==> config.mk <==
export PLATFORM = sky130hd
export DESIGN_NAME = imem_loader_flat
export DESIGN_NICKNAME = d
export VERILOG_FILES = /design/src/rtl/cpu_pkg.sv /design/src/rtl/imem_loader_if.sv /design/src/rtl/imem_loader.sv /design/src/flat_wrapper.sv
export SDC_FILE = /design/constraint.sdc
export NUM_CORES = 1
export LEC_CHECK = 0
export ABC_AREA = 1
export CORE_AREA = 2 2 91 93
export CTS_CLUSTER_SIZE = 25
export DETAILED_ROUTE_END_ITERATION = 7
export DIE_AREA = 0 0 93 95
export PLACE_DENSITY = 0.72
export SETUP_SLACK_MARGIN = 0.2
export SYNTH_ARGS = -nofsm -noshare
export SYNTH_HDL_FRONTEND = slang
export SYNTH_SLANG_ARGS = --single-unit
==> constraint.sdc <==
create_clock -name clk -period 3.3 [get_ports clk]
set_clock_uncertainty 0.15 [all_clocks]
set_input_delay 0.495 -clock clk [delete_from_list [all_inputs] [get_ports clk]]
set_output_delay 0.495 -clock clk [all_outputs]
set_load 0.01 [all_outputs]
==> src/rtl/cpu_pkg.sv <==
// Definitions shared by the CPU and its boot-time program loader:
// loader state encoding, frame layout and instruction memory geometry.
package cpu_pkg;

  localparam int INSTR_W     = 16;
  localparam int IMEM_ADDR_W = 10;

  // Frame layout: big-endian word count, payload words, trailing XOR byte
  localparam int LEN_BYTES = 2;
  localparam int CHK_BYTES = 1;

  typedef enum logic [2:0] {
    LD_IDLE,
    LD_LEN_HI,
    LD_LEN_LO,
    LD_DATA_HI,
    LD_DATA_LO,
    LD_CHECK,
    LD_DONE,
    LD_ERR
  } ld_state_t;

endpackage

==> src/rtl/imem_loader_if.sv <==
// Byte-stream valid/ready link feeding the program loader.
interface imem_loader_if;
  logic [7:0] in_data;
  logic       in_valid;
  logic       in_ready;

  modport master (output in_data, output in_valid, input in_ready);
  modport slave  (input in_data, input in_valid, output in_ready);
endinterface

==> src/rtl/imem_loader.sv <==
// Boot loader: unpacks a length/payload/XOR frame from a byte stream into
// instruction memory and releases the CPU once the checksum matches.
module imem_loader
  import cpu_pkg::*;
#(
  parameter int ADDR_W    = IMEM_ADDR_W,
  parameter int MAX_WORDS = 1024
) (
  input  logic                clk,
  input  logic                rst,
  input  logic                start,
  imem_loader_if.slave        bus,
  output logic                imem_we,
  output logic [ADDR_W-1:0]   imem_addr,
  output logic [INSTR_W-1:0]  imem_wdata,
  output logic                cpu_hold,
  output logic                done,
  output logic                err,
  output logic [ADDR_W:0]     words_loaded
);

  localparam logic [ADDR_W:0] CNT_ONE = (ADDR_W+1)'(1);

  ld_state_t       state;
  logic [7:0]      hi_byte;
  logic [7:0]      acc;
  logic [ADDR_W:0] len;
  logic [ADDR_W:0] word_idx;
  logic            xfer;
  logic [15:0]     len_full;

  assign xfer     = bus.in_valid & bus.in_ready;
  assign len_full = {hi_byte, bus.in_data};

  always_ff @(posedge clk) begin
    if (!rst) begin
      state        <= LD_IDLE;
      bus.in_ready <= 1'b0;
      imem_we      <= 1'b0;
      imem_addr    <= '0;
      imem_wdata   <= '0;
      cpu_hold     <= 1'b1;
      done         <= 1'b0;
      err          <= 1'b0;
      words_loaded <= '0;
      acc          <= '0;
      hi_byte      <= '0;
      len          <= '0;
      word_idx     <= '0;
    end else begin
      imem_we <= 1'b0;
      // The count trails the write strobe by one cycle
      if (imem_we) words_loaded <= words_loaded + CNT_ONE;

      case (state)
        LD_IDLE, LD_DONE, LD_ERR: begin
          if (start) begin
            state        <= LD_LEN_HI;
            bus.in_ready <= 1'b1;
            done         <= 1'b0;
            err          <= 1'b0;
            cpu_hold     <= 1'b1;
            words_loaded <= '0;
            acc          <= '0;
            word_idx     <= '0;
          end
        end

        LD_LEN_HI: begin
          if (xfer) begin
            hi_byte <= bus.in_data;
            acc     <= acc ^ bus.in_data;
            state   <= LD_LEN_LO;
          end
        end

        LD_LEN_LO: begin
          if (xfer) begin
            acc <= acc ^ bus.in_data;
            len <= len_full[ADDR_W:0];
            // Oversized frames are refused before any payload is consumed
            if ({16'd0, len_full} > 32'(MAX_WORDS)) begin
              state        <= LD_ERR;
              err          <= 1'b1;
              bus.in_ready <= 1'b0;
            end else if (len_full == 16'd0) begin
              state <= LD_CHECK;
            end else begin
              state <= LD_DATA_HI;
            end
          end
        end

        LD_DATA_HI: begin
          if (xfer) begin
            hi_byte <= bus.in_data;
            acc     <= acc ^ bus.in_data;
            state   <= LD_DATA_LO;
          end
        end

        LD_DATA_LO: begin
          if (xfer) begin
            acc        <= acc ^ bus.in_data;
            imem_we    <= 1'b1;
            imem_addr  <= word_idx[ADDR_W-1:0];
            imem_wdata <= {hi_byte, bus.in_data};
            word_idx   <= word_idx + CNT_ONE;
            state      <= (word_idx + CNT_ONE == len) ? LD_CHECK : LD_DATA_HI;
          end
        end

        LD_CHECK: begin
          if (xfer) begin
            bus.in_ready <= 1'b0;
            if (bus.in_data == acc) begin
              state    <= LD_DONE;
              done     <= 1'b1;
              cpu_hold <= 1'b0;
            end else begin
              state <= LD_ERR;
              err   <= 1'b1;
            end
          end
        end

        default: begin
          state        <= LD_IDLE;
          bus.in_ready <= 1'b0;
        end
      endcase
    end
  end

endmodule

==> src/flat_wrapper.sv <==
// flat-port wrapper written by rule: the top's interface ports become plain ports
module imem_loader_flat import cpu_pkg::*;
#(
  parameter int ADDR_W    = IMEM_ADDR_W,
  parameter int MAX_WORDS = 1024
)
  (clk, rst, start, imem_we, imem_addr, imem_wdata, cpu_hold, done, err, words_loaded, bus_in_data, bus_in_valid, bus_in_ready);
  imem_loader_if bus_i ();
  input  logic clk;
  input  logic rst;
  input  logic start;
  output logic imem_we;
  output logic [ADDR_W-1:0] imem_addr;
  output logic [INSTR_W-1:0] imem_wdata;
  output logic cpu_hold;
  output logic done;
  output logic err;
  output logic [ADDR_W:0] words_loaded;
  input wire logic [$bits(bus_i.in_data)-1:0] bus_in_data;
  input wire logic [$bits(bus_i.in_valid)-1:0] bus_in_valid;
  output wire logic [$bits(bus_i.in_ready)-1:0] bus_in_ready;
  assign bus_i.in_data = bus_in_data;
  assign bus_i.in_valid = bus_in_valid;
  assign bus_in_ready = bus_i.in_ready;
  imem_loader #(.ADDR_W(ADDR_W), .MAX_WORDS(MAX_WORDS)) u_core (.clk(clk), .rst(rst), .start(start), .bus(bus_i), .imem_we(imem_we), .imem_addr(imem_addr), .imem_wdata(imem_wdata), .cpu_hold(cpu_hold), .done(done), .err(err), .words_loaded(words_loaded));
endmodule
==> summary.md <==
## Status
- **result of the run** finished, final reports clean

## Worst hold path
- **Hold WC Path Type** flip-flop to flip-flop

## Global routing
- **number of global-route vias before repair** 3350
- **overall global routing resource usage** 22.58%
- **maximum number of pins on one net before global-route repair** 32
- **number of antenna violations at the first check in global routing** 0
- **wire length of the first global-routing pass** 15750 um
- **gr ovfl total** 0

## Power and ir drop
- **power density cells** 430.1 nW/um^2
- **part of the total power dissipated in the clock network** 34.1%
- **Int Power** 1.417 mW
- **Switch Pwr** 0.5653 mW
- **Peak VDD IR** 240.5 uV
- **portion of total power attributed to sequential cells** 53.1%
- **switching portion of total power** 28.52%
- **static leakage power** 1.723 nW
- **Comb pwr share** 12.8%
- **post-route total power** 1.982 mW

## Drt
- **number of antenna-violating nets in the routed design** 0
- **drt drc** 0
- **WL final** 9450 um
- **Vias per Instance** 5.093
- **number of optimization iterations in the first detailed-route pass** 5
- **final routed wire length divided by cell count** 13.39 um
- **violation count after the first detailed-route iteration** 191
- **via count** 3596

## Synthesis
- **sequential fraction of the synthesis area** 43.66%
- **register bit count reported by yosys** 83
- **Netlist Area Pre-Place** 3806 sq um
- **Mapped Nets** 556
- **post-synthesis cell type count** 32
- **synthesized instance count** 542
- **post-synthesis average cell area** 7.022 sq um
- **cell accounting for the most synthesized area** dfxtp_1
- **top cells by area in the synthesized netlist** dfxtp_1, nand2_1, a21oi_1
- **Ys Warns** 0
- **fraction of post-synthesis cell area in the top cell type by area** 43.66%

## Die
- **vertical extent of the die** 95 um
- **count of boundary I/O pins** 54
- **Std-Cell Core Area** 7928 sq um
- **number of standard-cell rows in the floorplan** 33
- **Initial Util** 48.01%
- **overall die area** 8835 sq um
- **die extent in x** 93 um

## STA
- **headroom to the max-slew limit** 64.05%
- **Post-Route Setup TNS** 0 ns
- **number of endpoints with negative hold slack in the final report** 0
- **RSZ-0062 raised after global routing** false
- **max-slew violation total from the final report** 0
- **minimum hold slack** 0.3121 ns
- **Min Clock Period, post-route** 2.118 ns
- **Peak Freq** 472.0 MHz
- **Setup-failing EPs final** 0
- **post-route fraction of the period consumed by the critical path** 64.20%
- **transition time at the pin with the least slew margin** 0.5386 ns
- **worst setup slack after layout** 1.182 ns

## Layout
- **count of inserted antenna diode cells** 0
- **commonest cells after routing, fill and taps aside** nand2_1, dfxtp_1, a21oi_1
- **most common library cell in the layout ignoring fill and taps** nand2_1
- **Final Net Count** 610
- **fraction of final layout cells sized beyond drive strength 1** 7.654%
- **area delta synth->final** 21.10%
- **Layout Cell Area excl Fill** 4609 sq um

## Clocking
- **number of buffers added by the clock tree synthesis step** 9
- **CTS H-Tree Depth** 3
- **Skew-Pair Late Insertion Delay** 0.36 ns
- **number of buffers between clock root and the deepest sink** 2
- **clock tree from TritonCTS** done
- **Hold Buf Count CTS** 0
- **Sinks on Clock Net** 83
- **Post-CTS Setup Bufs** 0
- **Worst-path clk slew** 0.09 ns
- **CTS root buffer** clkbuf_8
- **Resize count post-CTS** 0

## Run
- **number of violations of the max-capacitance limit** 0

## Critical path
- **Data required, critical path** 3.44 ns
- **WP data arrival** 2.26 ns
- **Worst Setup Start Kind** flip-flop
- **maximum fanout count along the critical path** 5
- **crit end category** flip-flop
- **Critical Setup Path Class** flip-flop to flip-flop

## Place
- **Placed Instance Area** 4429 sq um
- **Post-DP HPWL** 7004 um
- **routability congestion estimate from global placement** 0.8413
- **placement-stage worst setup slack** 0.8264 ns
- **IO Port Bufs** 53

## final cells by class
class                   count  area [sq um]
flip-flops and latches     83          1662
multi-input cells         393          1877
clock inverters             5         38.79
clock buffers              11         141.4
fillers                   748          3318
well taps                 105         131.4
repair buffers             58         568.0
inverters                  51         191.4
## worst max-delay path, stage by stage, from the launching register on
cell and delay (ns):
dfxtp_1 0.41, ha_1 0.28, nand2_2 0.15, nor2_2 0.15, nand3_1 0.14, nand2_1 0.09, nand2_1 0.05, nand2_1 0.08
nand3_1 0.08, nor2_1 0.12, nand3_1 0.10, nand2_1 0.08, nand2_1 0.06, a21oi_2 0.10
## final timing paths
check	from	to	slack, ns	cells after the start
min	u_core.done	u_core.done	0.31	2
max reg2reg	u_core.word_idx[0]	u_core.state[2]	1.18	13
max	u_core.word_idx[0]	u_core.state[2]	1.18	13
min reg2reg	u_core.done	u_core.done	0.31	2
## synthesized netlist by cell type, drive strengths merged
cell type and number:
nand2 139, dfxtp 83, nor2 69, a21oi 67, inv 51, nand3 49
o21ai 34, clkbuf 8, xor2 8, buf 7, nor3 6, xnor2 5
nand4 3, ha 2, nand3b 2, nor3b 2, a211oi 1, a22oi 1
and2 1, mux2i 1, nor4 1, o21a 1, or2 1
## cells by family (layout without fill, tap and decap cells)
| kind of cell | count (synthesis) | in the layout | share of synthesized area [%] |
|---|---|---|---|
| adders and majority gates | 2 | 2 | 0.6574 |
| and+or+nand+nor | 273 | 273 | 31.43 |
| buffers and inverters | 66 | 125 | 7.035 |
| DFF | 83 | 83 | 43.66 |
| xor gates and xnor gates | 13 | 13 | 2.991 |
| AOI/OAI and AO/OA | 104 | 104 | 13.97 |
| muxes | 1 | 1 | 0.2630 |
## sequential cells by signal (all words and copies together), names as in the netlist
signal / flops
u_core.word_idx: 11
u_core.err: 1
u_core.state: 3
u_core.done: 1
u_core.acc: 8
u_core.bus.in_ready: 1
u_core.imem_wdata: 16
u_core.cpu_hold: 1
u_core.imem_we: 1
u_core.hi_byte: 8
u_core.words_loaded: 11
u_core.imem_addr: 10
u_core.len: 11
## metrics by stage
stage / util (%) / cells
after CTS: 58.14 / 706
after detailed placement: 55.87 / 690
after floorplan: - / 542
after global placement: 55.87 / 690
after global routing: 58.14 / 706
final: 58.14 / 706
## power by group through the flow
stage,Combinational (mW),Sequential (mW),Clock [mW]
final,0.255,1.05,0.676
after global routing,0.289,1.05,0.720
after CTS,0.255,1.05,0.689
after detailed placement,0.254,1.07,0
after global placement,0.253,1.07,0
after floorplan,0.167,1.07,0
## per-layer routing
metal | global-route usage [%] | part of all wire [%]
met1 | 29.13 | 47
met4 | 9.191 | 2.0
met3 | 2.873 | 3.4
met2 | 38.41 | 48
met5 | 0 | 0
Power figures use the tool's default switching activity.
